==> src/rtl/slapfight_prom_pkg.sv <==
// Shared layout of the Slap Fight colour/sprite PROM images inside the download stream.
// Offsets are relative to the first PROM byte of the download.
package slapfight_prom_pkg;

    typedef enum logic [2:0] {
        PROM14, PROM15, PROM16, PROM17, PROM18, PROM19, PROM20, PROM21
    } prom_id_t;

    localparam int NUM_PROMS = 8;

    localparam logic [10:0] PROM_OFS [NUM_PROMS] = '{
        11'h000, 11'h100, 11'h200, 11'h300, 11'h400, 11'h420, 11'h520, 11'h620
    };

    localparam logic [8:0] PROM_SIZE [NUM_PROMS] = '{
        9'd256, 9'd256, 9'd256, 9'd256, 9'd32, 9'd256, 9'd256, 9'd256
    };

    localparam logic [10:0] PROM_TOTAL = 11'd1824;

    typedef enum logic [1:0] {
        ST_IDLE, ST_LOAD, ST_DONE, ST_ERROR
    } state_t;

    // Only PROM18 carries a full byte; the others are 4-bit parts.
    function automatic logic keeps_high_nibble(input int idx);
        return idx == int'(PROM18);
    endfunction

endpackage

==> src/rtl/prom_region_decode.sv <==
// Maps a download offset onto one PROM: one-hot select, local address,
// whether the high nibble is kept, and whether the offset hits any PROM.
module prom_region_decode
    import slapfight_prom_pkg::*;
(
    input  logic [24:0] offset,
    output logic [7:0]  sel,
    output logic [7:0]  local_addr,
    output logic        keep_high,
    output logic        in_range
);

    logic [7:0] hit;
    logic [7:0] rel_lo [NUM_PROMS];

    generate
        for (genvar gi = 0; gi < NUM_PROMS; gi++) begin : g_region
            assign hit[gi] = (offset >= 25'(PROM_OFS[gi])) &&
                             (offset <  25'(PROM_OFS[gi]) + 25'(PROM_SIZE[gi]));
            // Every region is at most 256 bytes, so the low byte of the difference suffices.
            assign rel_lo[gi] = offset[7:0] - PROM_OFS[gi][7:0];
        end
    endgenerate

    always_comb begin
        local_addr = '0;
        keep_high  = 1'b0;
        for (int i = 0; i < NUM_PROMS; i++) begin
            if (hit[i]) begin
                local_addr = local_addr | rel_lo[i];
                keep_high  = keep_high | keeps_high_nibble(i);
            end
        end
    end

    assign sel      = hit;
    assign in_range = |hit;

endmodule

==> src/rtl/prom_loader.sv <==
// Captures PROM bytes from the ROM download stream and writes them to the
// eight Slap Fight PROMs, tracking completeness and a running checksum.
module prom_loader
    import slapfight_prom_pkg::*;
#(
    parameter logic [24:0] PROM_BASE = 25'h30000,
    parameter logic [7:0]  DL_INDEX  = 8'd0
) (
    input  logic        clk,
    input  logic        reset_n,
    input  logic        dl_en,
    input  logic [7:0]  dl_index,
    input  logic        dl_wr,
    input  logic [24:0] dl_addr,
    input  logic [7:0]  dl_data,
    output logic [7:0]  prom_we,
    output logic [7:0]  prom_addr,
    output logic [7:0]  prom_data,
    output logic        busy,
    output logic        done,
    output logic        err,
    output logic [15:0] checksum
);

    state_t      state_reg;
    logic        dl_en_reg;
    logic [10:0] count_reg;
    logic [10:0] count_next;
    logic [15:0] checksum_next;

    logic [24:0] offset;
    logic [7:0]  sel;
    logic [7:0]  local_addr;
    logic        keep_high;
    logic        in_range;
    logic        index_ok;
    logic        start;
    logic        fall;
    logic        accept;
    logic [7:0]  masked_data;

    assign offset = dl_addr - PROM_BASE;

    prom_region_decode u_decode (
        .offset     (offset),
        .sel        (sel),
        .local_addr (local_addr),
        .keep_high  (keep_high),
        .in_range   (in_range)
    );

    assign index_ok    = (dl_index == DL_INDEX);
    assign start       = dl_en && !dl_en_reg && index_ok && (state_reg != ST_LOAD);
    assign fall        = !dl_en && dl_en_reg;
    // A strobe arriving with the opening edge belongs to the new session.
    assign accept      = dl_wr && dl_en && index_ok && (dl_addr >= PROM_BASE) && in_range &&
                         ((state_reg == ST_LOAD) || start);
    assign masked_data = keep_high ? dl_data : {4'h0, dl_data[3:0]};

    always_comb begin
        count_next    = start ? 11'd0 : count_reg;
        checksum_next = start ? 16'd0 : checksum;
        if (accept) begin
            if (count_next < PROM_TOTAL) begin
                count_next = count_next + 11'd1;
            end
            checksum_next = checksum_next + 16'(masked_data);
        end
    end

    always_ff @(posedge clk) begin
        if (!reset_n) begin
            state_reg <= ST_IDLE;
            // Tracking the live level keeps a still-high dl_en from looking like a new session.
            dl_en_reg <= dl_en;
            count_reg <= '0;
            prom_we   <= '0;
            prom_addr <= '0;
            prom_data <= '0;
            busy      <= 1'b0;
            done      <= 1'b0;
            err       <= 1'b0;
            checksum  <= '0;
        end else begin
            dl_en_reg <= dl_en;
            count_reg <= count_next;
            checksum  <= checksum_next;
            prom_we   <= accept ? sel : 8'h00;
            if (accept) begin
                prom_addr <= local_addr;
                prom_data <= masked_data;
            end
            case (state_reg)
                ST_LOAD: begin
                    if (fall) begin
                        busy <= 1'b0;
                        if (count_reg == PROM_TOTAL) begin
                            state_reg <= ST_DONE;
                            done      <= 1'b1;
                        end else begin
                            state_reg <= ST_ERROR;
                            err       <= 1'b1;
                        end
                    end
                end
                default: begin
                    if (start) begin
                        state_reg <= ST_LOAD;
                        busy      <= 1'b1;
                        done      <= 1'b0;
                        err       <= 1'b0;
                    end
                end
            endcase
        end
    end

endmodule

==> config.mk <==
export PLATFORM = sky130hd
export DESIGN_NAME = prom_loader
export DESIGN_NICKNAME = d
export VERILOG_FILES = /design/src/rtl/slapfight_prom_pkg.sv /design/src/rtl/prom_region_decode.sv /design/src/rtl/prom_loader.sv
export SDC_FILE = /design/constraint.sdc
export NUM_CORES = 1
export LEC_CHECK = 0
export ABC_AREA = 1
export ABC_CLOCK_PERIOD_IN_PS = 3570
export CAP_MARGIN = 30
export CORE_ASPECT_RATIO = 0.9
export CORE_MARGIN = 3
export CORE_UTILIZATION = 35
export DETAILED_ROUTE_END_ITERATION = 7
export GPL_TIMING_DRIVEN = 0
export PLACE_DENSITY = 0.59
export SLEW_MARGIN = 20
export SYNTH_ARGS = -nofsm -noshare
export SYNTH_HDL_FRONTEND = slang
export SYNTH_SLANG_ARGS = --single-unit
==> constraint.sdc <==
create_clock -name clk -period 3.57 [get_ports clk]
set_clock_uncertainty 0.2 [all_clocks]
set_input_delay 0.5355 -clock clk [delete_from_list [all_inputs] [get_ports clk]]
set_output_delay 0.5355 -clock clk [all_outputs]
set_load 0.02 [all_outputs]
==> flow_results.xml <==
<?xml version="1.0" encoding="UTF-8"?>
<metrics>
  <group name="sta">
    <metric name="unrepaired_setup_endpoints_after_global_routing" unit="">yes</metric>
    <metric name="timing_hold_violations_final" unit="">0</metric>
    <metric name="layout_worst_path_cycle_share" unit="%">96.26</metric>
    <metric name="fin_hold_ws" unit="ps">244.0</metric>
    <metric name="final.min_clock_period" unit="ps">3437</metric>
    <metric name="finalMaxSlewViolations" unit="">0</metric>
    <metric name="finalSetupViolations" unit="">0</metric>
    <metric name="worst_slew_margin_rel" unit="%">52.32</metric>
    <metric name="clock.fmax" unit="MHz">291.0</metric>
    <metric name="minimum_setup_slack_in_the_final_design" unit="ps">133.5</metric>
    <metric name="timing_worst_slew_pin_value" unit="ps">710.9</metric>
  </group>
  <group name="hold_path">
    <metric name="hold_path_depth" unit="">2</metric>
    <metric name="hold_class" unit="">reg2reg</metric>
    <metric name="hold-path-endpoint" unit="">err</metric>
    <metric name="hold_path_startpoint" unit="">err</metric>
  </group>
  <group name="route">
    <metric name="drt-total-wl" unit="mm">11.95</metric>
    <metric name="drt_pass1_iterations" unit="">5</metric>
    <metric name="dr_total_vias" unit="">4226</metric>
    <metric name="detail-route-antenna-nets" unit="">0</metric>
    <metric name="routed_wire_length_per_instance" unit="microns">13.89</metric>
    <metric name="detail_route.iter0.violations" unit="">223</metric>
    <metric name="drt-vias-per-instance" unit="">4.914</metric>
    <metric name="drc" unit="">0</metric>
  </group>
  <group name="clock_tree">
    <metric name="htree_levels" unit="">3</metric>
    <metric name="cts_tree" unit="">yes</metric>
    <metric name="cts_max_path_buffers" unit="">2</metric>
    <metric name="numClockSinks" unit="">57</metric>
    <metric name="post_cts_hold_buffer_count" unit="">0</metric>
    <metric name="worst_path_clk_slew" unit="ps">50</metric>
    <metric name="clock-root-buffer" unit="">sky130_fd_sc_hd__clkbuf_16</metric>
    <metric name="cts_made_buffers" unit="">9</metric>
    <metric name="skew_pair_late_insertion_delay" unit="ps">340</metric>
  </group>
  <group name="finish">
    <metric name="syn_to_final_growth" unit="%">48.64</metric>
    <metric name="largest_reg_flops" unit="">16</metric>
    <metric name="final-instance-count-excl-fill" unit="">860</metric>
    <metric name="final.fill_count" unit="">1010</metric>
    <metric name="num_antenna_cells" unit="">0</metric>
    <metric name="post_route_cells_drive_above_1_share" unit="%">17.51</metric>
    <metric name="layout.core_utilization" unit="%">54.06</metric>
    <metric name="design.final.nets" unit="">785</metric>
  </group>
  <group name="floorplanning">
    <metric name="rows" unit="">35</metric>
    <metric name="floorplan.initialDensity" unit="%">36.37</metric>
    <metric name="core_region_area" unit="sq mm">0.01033</metric>
    <metric name="die-height" unit="microns">104.3</metric>
    <metric name="fp.dieArea" unit="sq mm">0.01202</metric>
    <metric name="fp.dieW" unit="microns">115.2</metric>
    <metric name="pin_count" unit="">88</metric>
  </group>
  <group name="synthesis">
    <metric name="yosysSeqAreaShare" unit="%">30.36</metric>
    <metric name="synthTopCellsByArea" unit="">sky130_fd_sc_hd__dfxtp_1, sky130_fd_sc_hd__nand2_1, sky130_fd_sc_hd__nor2_1</metric>
    <metric name="synth_seq_cells" unit="">57</metric>
    <metric name="synthArstFlopShare" unit="%">0</metric>
    <metric name="synth_edf_count" unit="">0</metric>
    <metric name="synth_area_per_cell" unit="sq um">6.264</metric>
    <metric name="synth_warnings" unit="">0</metric>
    <metric name="yosysTopAreaCell" unit="">sky130_fd_sc_hd__dfxtp_1</metric>
    <metric name="mappedNetlistArea" unit="sq mm">0.003759</metric>
    <metric name="synth.distinct_cells" unit="">42</metric>
    <metric name="yosysTopAreaCellShare" unit="%">30.36</metric>
    <metric name="synth_cells" unit="">600</metric>
    <metric name="synth_top_flop_cell" unit="">sky130_fd_sc_hd__dfxtp_1</metric>
    <metric name="postSynthNetCount" unit="">659</metric>
  </group>
  <group name="setup_path">
    <metric name="critPathTopFamily" unit="">simple AND/OR/NAND/NOR gates</metric>
    <metric name="timing.critical_path.from_type" unit="">input pin</metric>
    <metric name="regToRegSetupSlack" unit="ps">540</metric>
    <metric name="timing.critical_path.to_type" unit="">flop</metric>
    <metric name="worstPathArrival" unit="ps">3510</metric>
    <metric name="setup.worst_path.class" unit="">in2reg</metric>
    <metric name="crit_fanout" unit="">5</metric>
    <metric name="critPathSlowestCell" unit="">sky130_fd_sc_hd__clkdlybuf4s50_1</metric>
    <metric name="crit_required" unit="ps">3650</metric>
    <metric name="critical-path-top-cell-by-count" unit="">sky130_fd_sc_hd__nor2_4</metric>
    <metric name="reg2regPathDepth" unit="">21</metric>
    <metric name="worst_flop_to_flop_path_startpoint" unit="">state_reg[1]</metric>
    <metric name="critical_path.cell_chain" unit="">clkdlybuf4s50_1 -&gt; inv_1 -&gt; nand2_1 -&gt; nand3_2 -&gt; nor2_4 -&gt; buf_6 -&gt; nand3_4 -&gt; nor2_4 -&gt; nand2_4 -&gt; nor2_4 -&gt; clkinv_4 -&gt; nor2_4 -&gt; ha_4 -&gt; a21oi_2 -&gt; o21bai_2 -&gt; a21o_1 -&gt; a21oi_2 -&gt; inv_2 -&gt; nand3_2 -&gt; nor2_1 -&gt; nand2_1 -&gt; nand2_1 -&gt; nor2_1</metric>
    <metric name="slowest_delay" unit="ps">520</metric>
    <metric name="timing.rr.end" unit="">checksum[12]</metric>
    <metric name="timing.critical_path.buf_inv" unit="">5</metric>
  </group>
  <group name="run_status">
    <metric name="outcome" unit="">completed</metric>
  </group>
  <group name="place">
    <metric name="place_worst_setup_slack" unit="ps">-1355</metric>
    <metric name="hpwlAfterDp" unit="mm">8.747</metric>
    <metric name="numPlacedInstances" unit="">815</metric>
    <metric name="port_buffers" unit="">86</metric>
    <metric name="gpl.final_weighted_congestion" unit="">0.9172</metric>
  </group>
  <group name="global_routing">
    <metric name="grt_antenna_before_repair" unit="">0</metric>
    <metric name="grt_util_all_layers" unit="%">19.74</metric>
    <metric name="first_global_vias" unit="">4019</metric>
    <metric name="globalRoute.totalOverflow" unit="">0</metric>
    <metric name="pin_count_of_the_biggest_net_entering_global_routing" unit="">11</metric>
    <metric name="wire_length_of_the_first_global_routing_pass" unit="mm">18.89</metric>
  </group>
  <group name="pwr">
    <metric name="power.density_cell_area" unit="mW/mm^2">301.2</metric>
    <metric name="leakage" unit="nW">2.593</metric>
    <metric name="ir_worst_vdd" unit="uV">161.8</metric>
  </group>
  <group name="job">
    <metric name="max_cap_violations" unit="">0</metric>
  </group>
</metrics>
==> placed cells by master (no fill, tap or decap), types with 4 or more instances in the layout <==
| master | Yosys | routed |
|---|---|---|
| sky130_fd_sc_hd__clkdlybuf4s50_1 | 0 | 75 |
| sky130_fd_sc_hd__a21oi_1 | 22 | 17 |
| sky130_fd_sc_hd__nor2_1 | 120 | 108 |
| sky130_fd_sc_hd__nor2_2 | 2 | 6 |
| sky130_fd_sc_hd__nor4_1 | 5 | 5 |
| sky130_fd_sc_hd__clkbuf_16 | 0 | 9 |
| sky130_fd_sc_hd__clkbuf_1 | 5 | 4 |
| sky130_fd_sc_hd__nor2_4 | 1 | 9 |
| sky130_fd_sc_hd__nand2_2 | 4 | 11 |
| sky130_fd_sc_hd__ha_4 | 0 | 5 |
| sky130_fd_sc_hd__xor2_1 | 6 | 5 |
| sky130_fd_sc_hd__clkbuf_8 | 0 | 4 |
| sky130_fd_sc_hd__inv_1 | 83 | 77 |
| sky130_fd_sc_hd__ha_1 | 13 | 8 |
| sky130_fd_sc_hd__inv_2 | 3 | 8 |
| sky130_fd_sc_hd__buf_4 | 3 | 31 |
| sky130_fd_sc_hd__dlymetal6s2s_1 | 0 | 4 |
| sky130_fd_sc_hd__a21oi_2 | 0 | 5 |
| sky130_fd_sc_hd__nand3_1 | 46 | 42 |
| sky130_fd_sc_hd__o21ai_0 | 11 | 8 |
| sky130_fd_sc_hd__nand2_1 | 120 | 111 |
| sky130_fd_sc_hd__dfxtp_1 | 57 | 57 |
| sky130_fd_sc_hd__nand4_1 | 23 | 23 |
| sky130_fd_sc_hd__buf_6 | 4 | 4 |
| sky130_fd_sc_hd__nand3_2 | 1 | 4 |
| sky130_fd_sc_hd__o21ai_1 | 26 | 27 |
| sky130_fd_sc_hd__nor3_1 | 15 | 14 |
==> cell type report <==
type                            instances  area [sq um]  area share (%)
Clock inverter                          2         35.03          0.6271
Inverter                               87         334.1           5.980
Sequential cell                        57          1141           20.43
Multi-Input combinational cell        440          2422           43.36
Tap cell                              129         161.4           2.889
Timing Repair Buffer                  115          1077           19.28
Clock buffer                           14         274.0           4.905
Buffer                                 16         141.4           2.531
==> metal layers <==
layer	track usage, %	vias to the layer above	wire (microns)
met2	30.12	113	5321
met4	6.790	0	235
met3	6.399	21	846
met5	0	-	0
met1	26.03	1901	5542
li1	-	2191	-
==> through the flow <==
stage	power, mW	TNS [ps]	cell area (sq um)
floorplan	0.7087	0	3760
global placement	0.7814	-13350	4782
detailed placement	0.7833	-16580	4782
CTS	1.691	0	5361
global route	1.740	-139.6	5587
finish	1.683	0	5587
==> synthesized netlist by cell type (2+ instances only) <==
master	count
sky130_fd_sc_hd__nand2_1	120
sky130_fd_sc_hd__nor2_1	120
sky130_fd_sc_hd__inv_1	83
sky130_fd_sc_hd__dfxtp_1	57
sky130_fd_sc_hd__nand3_1	46
sky130_fd_sc_hd__o21ai_1	26
sky130_fd_sc_hd__nand4_1	23
sky130_fd_sc_hd__a21oi_1	22
sky130_fd_sc_hd__nor3_1	15
sky130_fd_sc_hd__ha_1	13
sky130_fd_sc_hd__o21ai_0	11
sky130_fd_sc_hd__xor2_1	6
sky130_fd_sc_hd__clkbuf_1	5
sky130_fd_sc_hd__nor4_1	5
sky130_fd_sc_hd__buf_6	4
sky130_fd_sc_hd__nand2_2	4
sky130_fd_sc_hd__buf_4	3
sky130_fd_sc_hd__inv_2	3
sky130_fd_sc_hd__nor3b_1	3
sky130_fd_sc_hd__or2_2	3
sky130_fd_sc_hd__a21o_1	2
sky130_fd_sc_hd__buf_1	2
sky130_fd_sc_hd__buf_2	2
sky130_fd_sc_hd__nand4_2	2
sky130_fd_sc_hd__nor2_2	2
sky130_fd_sc_hd__xnor2_1	2
==> worst max-delay path by stage <==
| stage | startpoint | endpoint | cells after the start |
|---|---|---|---|
| floorplan | dl_addr[16] | checksum[12] | 23 |
| global placement | dl_addr[16] | checksum[11] | 25 |
| detailed placement | dl_addr[16] | checksum[11] | 25 |
| CTS | dl_addr[21] | checksum[12] | 24 |
| global route | dl_index[0] | checksum[11] | 23 |
| finish | dl_addr[24] | checksum[12] | 23 |
==> kinds of logic after synthesis <==
logic type / share of synthesized area (%)
AND/OR/NAND/NOR: 41.81
buffers and inverters: 11.52
AO/OA/AOI/OAI: 9.587
flip-flops: 30.36
adder cells (fa/ha/maj): 4.860
XOR/XNOR: 1.864
==> report_power, final <==
group	switching, mW	internal [mW]	leakage [nW]	total, mW
combinational	0.0796	0.0699	1.98	0.150
clock	0.299	0.596	0.153	0.895
sequential	0.000451	0.638	0.459	0.638
total	0.379	1.30	2.59	1.68
==> worst reg2reg max path: stages (launching register included) <==
cell                       delay (ps)
sky130_fd_sc_hd__dfxtp_1          290
sky130_fd_sc_hd__inv_1             60
sky130_fd_sc_hd__nand2_1          100
sky130_fd_sc_hd__nand4_1          160
sky130_fd_sc_hd__clkbuf_8         180
sky130_fd_sc_hd__buf_8            140
sky130_fd_sc_hd__nand2_1           60
sky130_fd_sc_hd__inv_1             70
sky130_fd_sc_hd__ha_1             180
sky130_fd_sc_hd__inv_2             50
sky130_fd_sc_hd__fa_2             370
sky130_fd_sc_hd__o21ai_2          170
sky130_fd_sc_hd__a21oi_2           80
sky130_fd_sc_hd__o21bai_2         190
sky130_fd_sc_hd__a21o_1           160
sky130_fd_sc_hd__a21oi_2           70
sky130_fd_sc_hd__inv_2             90
sky130_fd_sc_hd__nand3_2           70
sky130_fd_sc_hd__nor2_1           110
sky130_fd_sc_hd__nand2_1           50
sky130_fd_sc_hd__nand2_1           50
sky130_fd_sc_hd__nor2_1            50
==> what timing repair did <==
item	in CTS	in global routing
gates resized for setup	54	42
setup endpoints to repair	12	9
setup buffers	11	18
pin swaps	9	34
(Power assumes the default switching activity.)
